[config.mk]
export PLATFORM = sky130hd
export DESIGN_NAME = key_filter_multi_flat
export DESIGN_NICKNAME = d
export VERILOG_FILES = /design/src/rtl/key_filter_pkg.sv /design/src/rtl/key_filter_multi_if.sv /design/src/rtl/key_filter_chan.sv /design/src/rtl/key_filter_multi.sv /design/src/flat_wrapper.sv
export SDC_FILE = /design/constraint.sdc
export NUM_CORES = 1
export LEC_CHECK = 0
export BUFFER_PORTS_ARGS = -buffer_cell sky130_fd_sc_hd__buf_4
export CAP_MARGIN = 30
export CORE_ASPECT_RATIO = 0.75
export CORE_MARGIN = 10
export CORE_UTILIZATION = 41
export CTS_CLUSTER_DIAMETER = 200
export DETAILED_ROUTE_END_ITERATION = 8
export GPL_TIMING_DRIVEN = 0
export SYNTH_ARGS = -nofsm -noshare
export SYNTH_HDL_FRONTEND = slang
export SYNTH_SLANG_ARGS = --single-unit
[constraint.sdc]
create_clock -name sys_clk -period 1.9 [get_ports sys_clk]
set_input_delay 0.475 -clock sys_clk [delete_from_list [all_inputs] [get_ports sys_clk]]
set_output_delay 0.475 -clock sys_clk [all_outputs]
set_load 0.02 [all_outputs]
[src/rtl/key_filter_pkg.sv]
// key_filter_pkg
// Shared constants for the key debouncer family. All timing values are in
// sys_clk cycles at SYS_CLK_HZ.
//   SYS_CLK_HZ        nominal system clock frequency (50 MHz)
//   KEY_CNT_MAX_20MS  debounce length for 20 ms (a change must persist this value + 1 cycles)
//   KEY_LONG_MAX_1S   hold length for a 1 s long press
package key_filter_pkg;

    localparam int SYS_CLK_HZ       = 50_000_000;
    localparam int KEY_CNT_MAX_20MS = 999_999;
    localparam int KEY_LONG_MAX_1S  = 49_999_999;

endpackage

[src/rtl/key_filter_multi_if.sv]
// key_filter_multi_if
// Bundles the raw key pins and the debounced key outputs of key_filter_multi.
//   key_in       raw asynchronous key pins (driven by the board / master side)
//   key_state    debounced level per key, 1 = pressed
//   key_press    one-cycle pulse on released->pressed
//   key_release  one-cycle pulse on pressed->released
//   key_long     one-cycle pulse on long press (0 when long press is not built)
// Modports: master = pin driver / result consumer, slave = the debouncer.
interface key_filter_multi_if #(
    parameter int N_KEYS = 4
);

    logic [N_KEYS-1:0] key_in;
    logic [N_KEYS-1:0] key_state;
    logic [N_KEYS-1:0] key_press;
    logic [N_KEYS-1:0] key_release;
    logic [N_KEYS-1:0] key_long;

    modport master (
        output key_in,
        input  key_state, key_press, key_release, key_long
    );

    modport slave (
        input  key_in,
        output key_state, key_press, key_release, key_long
    );

endinterface

[src/rtl/key_filter_chan.sv]
// key_filter_chan
// One debounced key channel: 2-flop synchroniser, bidirectional debounce
// counter, stable level and registered press/release pulses. Optional hold
// counter producing a one-shot long-press pulse when LONG_PRESS_EN is defined.
// Ports:
//   sys_clk      system clock
//   sys_rst      synchronous active-high reset
//   key_pin      raw asynchronous key pin
//   key_state    debounced level, 1 = pressed
//   key_press    one-cycle pulse, high the cycle key_state first shows 1
//   key_release  one-cycle pulse, high the cycle key_state first shows 0
//   key_long     one-cycle pulse after LONG_MAX cycles of stable press
// Build option: LONG_PRESS_EN (undefined -> key_long tied to 0).
module key_filter_chan
    import key_filter_pkg::*;
#(
    parameter int CNT_MAX        = KEY_CNT_MAX_20MS,
    parameter bit KEY_ACTIVE_LOW = 1'b1,
    parameter int LONG_MAX       = KEY_LONG_MAX_1S
) (
    input  logic sys_clk,
    input  logic sys_rst,
    input  logic key_pin,
    output logic key_state,
    output logic key_press,
    output logic key_release,
    output logic key_long
);

    localparam int CNT_W = (CNT_MAX > 0) ? $clog2(CNT_MAX + 1) : 1;
    localparam logic [CNT_W-1:0] CNT_LAST = CNT_W'(CNT_MAX);

    logic             sync1_reg, sync2_reg;
    logic             raw_act;
    logic [CNT_W-1:0] cnt_reg, cnt_next;
    logic             state_reg, state_next;
    logic             press_reg, press_next;
    logic             release_reg, release_next;

    // Normalise pin polarity so 1 always means "pressed".
    assign raw_act = sync2_reg ^ KEY_ACTIVE_LOW;

    // Counter runs only while the synchronised level disagrees with the
    // stable state; any agreement (bounce) restarts it from zero.
    always_comb begin
        cnt_next     = '0;
        state_next   = state_reg;
        press_next   = 1'b0;
        release_next = 1'b0;
        if (raw_act != state_reg) begin
            if (cnt_reg == CNT_LAST) begin
                state_next   = raw_act;
                press_next   = raw_act;
                release_next = ~raw_act;
            end else begin
                cnt_next = cnt_reg + 1'b1;
            end
        end
    end

    always_ff @(posedge sys_clk) begin
        if (sys_rst) begin
            // Synchroniser starts at the released pin level, so a key held
            // through reset is seen as a fresh press.
            sync1_reg   <= KEY_ACTIVE_LOW;
            sync2_reg   <= KEY_ACTIVE_LOW;
            cnt_reg     <= '0;
            state_reg   <= 1'b0;
            press_reg   <= 1'b0;
            release_reg <= 1'b0;
        end else begin
            sync1_reg   <= key_pin;
            sync2_reg   <= sync1_reg;
            cnt_reg     <= cnt_next;
            state_reg   <= state_next;
            press_reg   <= press_next;
            release_reg <= release_next;
        end
    end

    assign key_state   = state_reg;
    assign key_press   = press_reg;
    assign key_release = release_reg;

`ifdef LONG_PRESS_EN
    localparam int LONG_W = (LONG_MAX > 0) ? $clog2(LONG_MAX + 1) : 1;
    localparam logic [LONG_W-1:0] LONG_LAST = LONG_W'(LONG_MAX);
    localparam logic [LONG_W-1:0] LONG_ARM  = LONG_W'(LONG_MAX - 1);

    logic [LONG_W-1:0] hold_reg, hold_next;
    logic              long_reg, long_next;

    // Hold counter saturates at LONG_LAST, so the ARM->LAST step happens
    // only once per press and the pulse cannot repeat.
    always_comb begin
        hold_next = '0;
        long_next = 1'b0;
        if (state_reg) begin
            hold_next = (hold_reg == LONG_LAST) ? hold_reg : hold_reg + 1'b1;
            long_next = (hold_reg == LONG_ARM);
        end
    end

    always_ff @(posedge sys_clk) begin
        if (sys_rst) begin
            hold_reg <= '0;
            long_reg <= 1'b0;
        end else begin
            hold_reg <= hold_next;
            long_reg <= long_next;
        end
    end

    assign key_long = long_reg;
`else
    logic long_unused;
    assign long_unused = (LONG_MAX != 0);
    assign key_long    = 1'b0;
`endif

endmodule

[src/rtl/key_filter_multi.sv]
// key_filter_multi
// Multi-channel push-button debouncer: N_KEYS fully independent channels,
// each synchronised, debounced in both directions, with press/release pulses
// and an optional long-press pulse.
// Ports:
//   sys_clk   system clock (single domain)
//   sys_rst   synchronous active-high reset
//   keys      key_filter_multi_if.slave: key_in in, key_state/key_press/
//             key_release/key_long out (N_KEYS bits each)
// Build option: LONG_PRESS_EN enables key_long; otherwise key_long is 0.
module key_filter_multi
    import key_filter_pkg::*;
#(
    parameter int N_KEYS         = 4,
    parameter int CNT_MAX        = KEY_CNT_MAX_20MS,
    parameter bit KEY_ACTIVE_LOW = 1'b1,
    parameter int LONG_MAX       = KEY_LONG_MAX_1S
) (
    input logic              sys_clk,
    input logic              sys_rst,
    key_filter_multi_if.slave keys
);

    logic [N_KEYS-1:0] state_vec;
    logic [N_KEYS-1:0] press_vec;
    logic [N_KEYS-1:0] release_vec;
    logic [N_KEYS-1:0] long_vec;

    generate
        for (genvar gi = 0; gi < N_KEYS; gi++) begin : g_chan
            key_filter_chan #(
                .CNT_MAX        (CNT_MAX),
                .KEY_ACTIVE_LOW (KEY_ACTIVE_LOW),
                .LONG_MAX       (LONG_MAX)
            ) u_chan (
                .sys_clk     (sys_clk),
                .sys_rst     (sys_rst),
                .key_pin     (keys.key_in[gi]),
                .key_state   (state_vec[gi]),
                .key_press   (press_vec[gi]),
                .key_release (release_vec[gi]),
                .key_long    (long_vec[gi])
            );
        end
    endgenerate

    assign keys.key_state   = state_vec;
    assign keys.key_press   = press_vec;
    assign keys.key_release = release_vec;
    assign keys.key_long    = long_vec;

endmodule

[src/flat_wrapper.sv]
// flat-port wrapper written by rule: the top's interface ports become plain ports
module key_filter_multi_flat import key_filter_pkg::*;
#(
    parameter int N_KEYS         = 4,
    parameter int CNT_MAX        = KEY_CNT_MAX_20MS,
    parameter bit KEY_ACTIVE_LOW = 1'b1,
    parameter int LONG_MAX       = KEY_LONG_MAX_1S
)
  (sys_clk, sys_rst, keys_key_in, keys_key_state, keys_key_press, keys_key_release, keys_key_long);
  key_filter_multi_if #(.N_KEYS(N_KEYS)) keys_i ();
  input logic sys_clk;
  input logic sys_rst;
  input wire logic [$bits(keys_i.key_in)-1:0] keys_key_in;
  output wire logic [$bits(keys_i.key_state)-1:0] keys_key_state;
  output wire logic [$bits(keys_i.key_press)-1:0] keys_key_press;
  output wire logic [$bits(keys_i.key_release)-1:0] keys_key_release;
  output wire logic [$bits(keys_i.key_long)-1:0] keys_key_long;
  assign keys_i.key_in = keys_key_in;
  assign keys_key_state = keys_i.key_state;
  assign keys_key_press = keys_i.key_press;
  assign keys_key_release = keys_i.key_release;
  assign keys_key_long = keys_i.key_long;
  key_filter_multi #(.N_KEYS(N_KEYS), .CNT_MAX(CNT_MAX), .KEY_ACTIVE_LOW(KEY_ACTIVE_LOW), .LONG_MAX(LONG_MAX)) u_core (.sys_clk(sys_clk), .sys_rst(sys_rst), .keys(keys_i));
endmodule
==> impl_metrics.ini, run 1 <==
[grt]
grt_pass1_vias = 3196
grt_max_degree = 17
grt_pass1_wl_um = 15200
overflow = 0
grt_antenna_before_repair = 0
grt_use_total_pct = 11.68

[critical_path]
crit_top_cell = or4_4
crit_required_ns = 2.18
crit_chain = ha_4 > nand2_4 > or4_4 > or4_4 > a21oi_2
crit_buf_inv = 0
slowest_delay_ns = 0.57
worstSetupStartpoint = u_core.g_chan[3].u_chan.cnt_reg[0]
critPathTopFamily = simple AND/OR/NAND/NOR gates
critical_path.max_fanout = 5
startpoint_type = register
crit_path_end_kind = register
critPathSlowestCell = or4_4
r2r-start = u_core.g_chan[3].u_chan.cnt_reg[0]
path_class = reg -> reg
cp.arrival_ns = 2.13

[routing]
dr.pass1.iters = 4
vias = 3488
drt_iter0_drc = 245
ant_nets = 0
wl_per_cell_um = 13.23
drc = 0
routed_wirelength_um = 8960
vias_per_cell = 5.152

[sta]
slew_viol_final = 0
skew_ns = 0.006545
setup-violations-final = 0
hold_viol = 0
tightestPinTransition_ns = 0.5240
max_slew_margin_pct = 65.07
min_period_ns = 1.849
hold-worst-slack_ns = 0.3152
fin_crit_sh_pct = 97.33
fin_tns_setup_ns = 0
finalWorstSetupSlack_ns = 0.05068
fmax_mhz = 540.7

[floorplanning]
initial_core_util_pct = 42.44
die_y_um = 109.9
die_w_um = 139.9
num_rows = 32
core-area_mm2 = 0.01041
ios = 22
die_area_mm2 = 0.01537

[power]
leakagePower_uw = 0.001698
p_per_area_mw_per_mm2 = 762.9
ir_drop_uv = 459.7

[hold_path]
hold_path_class = in -> reg
min-delay-start = keys_key_in[2]

[clocking]
cts_tree = built
ctsRootBufferMaster = clkbuf_16
htreeDepth = 3
clk_latency_ns = 0.34
clk_path_buf_depth = 2
clkTransAtPathRegs_ns = 0.07
cts_buffers = 9
clock-sinks = 100

[final_layout]
syn2layout_area_growth_pct = 18.21
fin_nets = 546
fin_cells = 677
final_common_cell = dfxtp_1
final.fill_count = 967
antenna_cells = 0
largest_register_ff_count = 80
final_cell_area_mm2 = 0.005223
final_cell_mix = 84 x dfxtp_1, 72 x nor2_1, 45 x buf_4
layout-drive-gt1-share_pct = 21.81

[logic_synthesis]
netlist.area_leader.share_pct = 45.31
yosys_warnings = 0
syn_inst = 502
yosysTopAreaCell = dfxtp_1
ys_types = 44
synthTopCellsByArea = dfxtp_1 45%, xnor2_1 6.9%, nor2_1 6.2%
ys_seq_area_share_pct = 45.31
synth_area_mm2 = 0.004418
synth_seq_cells = 100
syn_area_per_cell_um2 = 8.801

[placed_design]
portBuffers = 16
place_ws_ns = -0.2484
post_dp_cell_area_mm2 = 0.004732
post-place-cells = 657
dp_hpwl_um = 6032
place_congestion = 0.7872

[run]
maxCapViolCount = 0

[run_status]
status = finished, final reports clean
power by group:
part,total [uW],internal [uW],switching (uW)
combinational,68.6,29.8,38.8
sequential,2110,2110,8.55
clock,1800,1020,784
metal layers:
metal,part of all wire (%),GRT usage [%]
met1,50,15.01
met2,46,18.75
met3,3.4,3.490
met4,0.92,3.309
met5,0,0
timing repair:
| action | CTS | global route |
|---|---|---|
| setup buffers | 3 | 9 |
| hold buffers | 0 | 0 |
| setup endpoints to repair | 50 | 68 |
| gates cloned | 0 | 0 |
| resized for setup | 22 | 23 |
| pin swaps | 4 | 7 |
logic make-up after synthesis:
| family | synth area share [%] |
|---|---|
| AND/OR/NAND/NOR | 29.26 |
| flip-flops | 45.31 |
| XOR/XNOR | 10.90 |
| AO/OA/AOI/OAI | 7.194 |
| buffers and inverters | 6.117 |
| adder cells (fa/ha/maj) | 1.133 |
| other | 0.08488 |
path summary, 6_finish.rpt:
check | endpoint | slack, ns | cells after the start
max reg2reg | u_core.g_chan[3].u_chan.cnt_reg[18] | 0.05 | 5
max | u_core.g_chan[3].u_chan.cnt_reg[18] | 0.05 | 5
min reg2reg | u_core.g_chan[1].u_chan.sync2_reg | 0.41 | 1
min | u_core.g_chan[2].u_chan.sync1_reg | 0.32 | 2
cells in the mapped netlist:
cell / count
a211o_1: 1
a211o_2: 1
a211oi_1: 1
a21o_1: 1
a21oi_1: 24
a21oi_2: 1
a311oi_1: 3
a31o_2: 3
and2_1: 3
and3_1: 5
and4_1: 11
buf_2: 6
buf_4: 16
buf_6: 1
clkbuf_1: 12
conb_1: 1
dfxtp_1: 100
ha_1: 4
inv_1: 17
nand2_1: 20
nand2b_1: 1
nand3_1: 27
nand3b_1: 1
nand4_1: 24
nand4_2: 1
nand4_4: 1
nor2_1: 73
nor2b_1: 3
nor3_1: 14
nor4_1: 11
nor4_2: 1
nor4b_1: 2
nor4bb_1: 3
o21ai_0: 15
o21ai_1: 1
o31ai_1: 3
or2_2: 9
or3_1: 14
or3b_2: 1
or4_1: 7
or4_4: 1
or4b_1: 3
xnor2_1: 35
xor2_1: 20
final cells by class:
type	instances	area [um2]	area share [%]
inverter	17	63.81	1.222
multi-input combinational	353	2270	43.46
timing repair buffer	28	210.2	4.025
tap	136	170.2	3.258
sequential	100	2022	38.72
clock inverter	6	65.06	1.246
buffer	27	192.7	3.690
clock buffer	10	229.0	4.384
per-stage QoR:
step | power, uW | util [%]
5_1_grt | 4126 | 50.17
2_1_floorplan | 2204 | -
4_1_cts | 4036 | 49.01
6_report | 3985 | 50.17
3_3_place_gp | 2224 | 45.46
3_5_place_dp | 2224 | 45.46
(Power assumes the default switching activity.)
==> inputs of run 2 (changes only) <==
--- a/config.mk
+++ b/config.mk
@@ -5,13 +5,13 @@
 export SDC_FILE = /design/constraint.sdc
 export NUM_CORES = 1
 export LEC_CHECK = 0
-export BUFFER_PORTS_ARGS = -buffer_cell sky130_fd_sc_hd__buf_4
 export CAP_MARGIN = 30
 export CORE_ASPECT_RATIO = 0.75
 export CORE_MARGIN = 10
 export CORE_UTILIZATION = 41
 export CTS_CLUSTER_DIAMETER = 200
 export DETAILED_ROUTE_END_ITERATION = 8
+export DONT_BUFFER_PORTS = 1
 export GPL_TIMING_DRIVEN = 0
 export SYNTH_ARGS = -nofsm -noshare
 export SYNTH_HDL_FRONTEND = slang
==> impl_metrics.ini, run 2 (same netlist as run 1, synthesis figures left out) <==
[final_layout]
final_common_cell = dfxtp_1
syn2layout_area_growth_pct = 16.77
final_core_util_pct = 49.56
fin_nets = 529
final.fill_count = 970
final_cell_area_mm2 = 0.005159
largest_register_ff_count = 80
antenna_cells = 0
fin_cells = 660
layout-drive-gt1-share_pct = 20.23
final_cell_mix = 79 x dfxtp_1, 72 x nor2_1, 35 x xnor2_1

[clocking]
htreeDepth = 3
cts_tree = built
cts_buffers = 9
ctsRootBufferMaster = clkbuf_16
clk_latency_ns = 0.34
clock-sinks = 100
clkTransAtPathRegs_ns = 0.07
clk_path_buf_depth = 2

[routing]
drt_iter0_drc = 209
ant_nets = 0
wl_met3_um = 394
met1_length_um = 4401
drc = 0
routed_wirelength_um = 8723
vias_per_cell = 5.180
wl_met2_um = 3848
top_layer_used = met4
wl_per_cell_um = 13.22
vias = 3419
dr.pass1.iters = 4

[placed_design]
post-place-cells = 641
post_dp_cell_area_mm2 = 0.004612
dp_hpwl_um = 5933
portBuffers = 0
place_congestion = 0.7884

[sta]
max_slew_margin_pct = 64.58
fin_tns_setup_ns = 0
slew_viol_final = 0
tightestPinTransition_ns = 0.5313
min_period_ns = 1.862
skew_ns = 0.006462
hold_viol = 0
hold-worst-slack_ns = 0.2341
setup-violations-final = 0
fin_crit_sh_pct = 98.00
fmax_mhz = 537.0
rsz0062_at_grt = true

[power]
switchingPower_uw = 833.5
leakagePower_uw = 0.001667
power.internal_uw = 3457
clock_power_share_pct = 49.4
ir_drop_uv = 424.3
switching_share_pct = 19.43
power.share.combinational_pct = 1.4
p_per_area_mw_per_mm2 = 831.6
power_frac_seq_pct = 49.2

[critical_path]
regToRegSetupSlack_ns = 0.04
startpoint_type = register
critical_path.max_fanout = 7
path_class = reg -> reg
crit_required_ns = 2.18
crit_path_end_kind = register
cp.arrival_ns = 2.14

[floorplanning]
num_rows = 32
die_y_um = 109.9
die_area_mm2 = 0.01537
ios = 22
initial_core_util_pct = 42.44
core-area_mm2 = 0.01041
die_w_um = 139.9

[hold_path]
hold_path_class = in -> reg

[run_status]
status = finished, final reports clean

[run]
maxCapViolCount = 0

[grt]
overflow = 0
grt_use_total_pct = 11.39
grt_pass1_wl_um = 14610
grt_antenna_before_repair = 0
grt_pass1_vias = 3106
grt_max_degree = 17
-- run 2: changes by cell type in the layout (fill, tap and decap cells not counted), moves of 4 or more --
cell        before  now
dfxtp_1         84   79
dfxtp_2         16   20
buf_4           45   28
clkinvlp_4       4    0
-- run 2: power by group through the flow --
| stage | sequential, uW | clock, uW | combinational, uW |
|---|---|---|---|
| global placement | 2160 | 0 | 56.0 |
| global route | 2110 | 2260 | 64.7 |
| floorplan | 2160 | 0 | 44.6 |
| finish | 2110 | 2120 | 57.9 |
| CTS | 2110 | 2170 | 58.1 |
| detailed placement | 2160 | 0 | 56.7 |
-- run 2: per-layer routing --
layer  vias up  track usage (%)
met5         -                0
met4         0            3.603
met3         6            4.395
met2        51            17.52
met1      1582            14.51
li1       1780                -
-- run 2: path summary, 6_finish.rpt --
path	startpoint	to	cells past startpoint
hold reg to reg	u_core.g_chan[0].u_chan.sync1_reg	u_core.g_chan[0].u_chan.sync2_reg	1
setup / recovery	u_core.g_chan[3].u_chan.cnt_reg[0]	u_core.g_chan[3].u_chan.cnt_reg[18]	5
hold / removal	keys_key_in[0]	u_core.g_chan[0].u_chan.sync1_reg	1
setup reg to reg	u_core.g_chan[3].u_chan.cnt_reg[0]	u_core.g_chan[3].u_chan.cnt_reg[18]	5
-- run 2: layout make-up --
cell class	instances	area, um2	area share, %
timing repair buffer	10	75.07	1.455
tap	136	170.2	3.299
multi-input combinational	353	2276	44.12
inverter	17	63.81	1.237
buffer	28	192.7	3.735
clock inverter	5	107.6	2.086
clock buffer	11	242.7	4.705
sequential	100	2031	39.36
-- run 2: metrics by stage --
step / worst slack, ns / power, uW
2_1_floorplan: 0.003472 / 2204
3_3_place_gp: -0.2251 / 2218
3_5_place_dp: -0.2842 / 2219
4_1_cts: 0.0004379 / 4344
5_1_grt: -0.01817 / 4436
6_report: 0.03796 / 4290
-- run 2: timing repair --
item,in CTS,in global routing
pin swaps,3,6
setup endpoints to repair,55,51
gates resized for setup,20,30
setup buffers,3,7
hold buffers,0,0
-- run 2: worst max-delay path: stages (launching register included) --
cell	delay [ns]
dfxtp_4	0.37
ha_4	0.15
nand2_4	0.08
or4_4	0.58
or4_4	0.50
a21oi_2	0.11
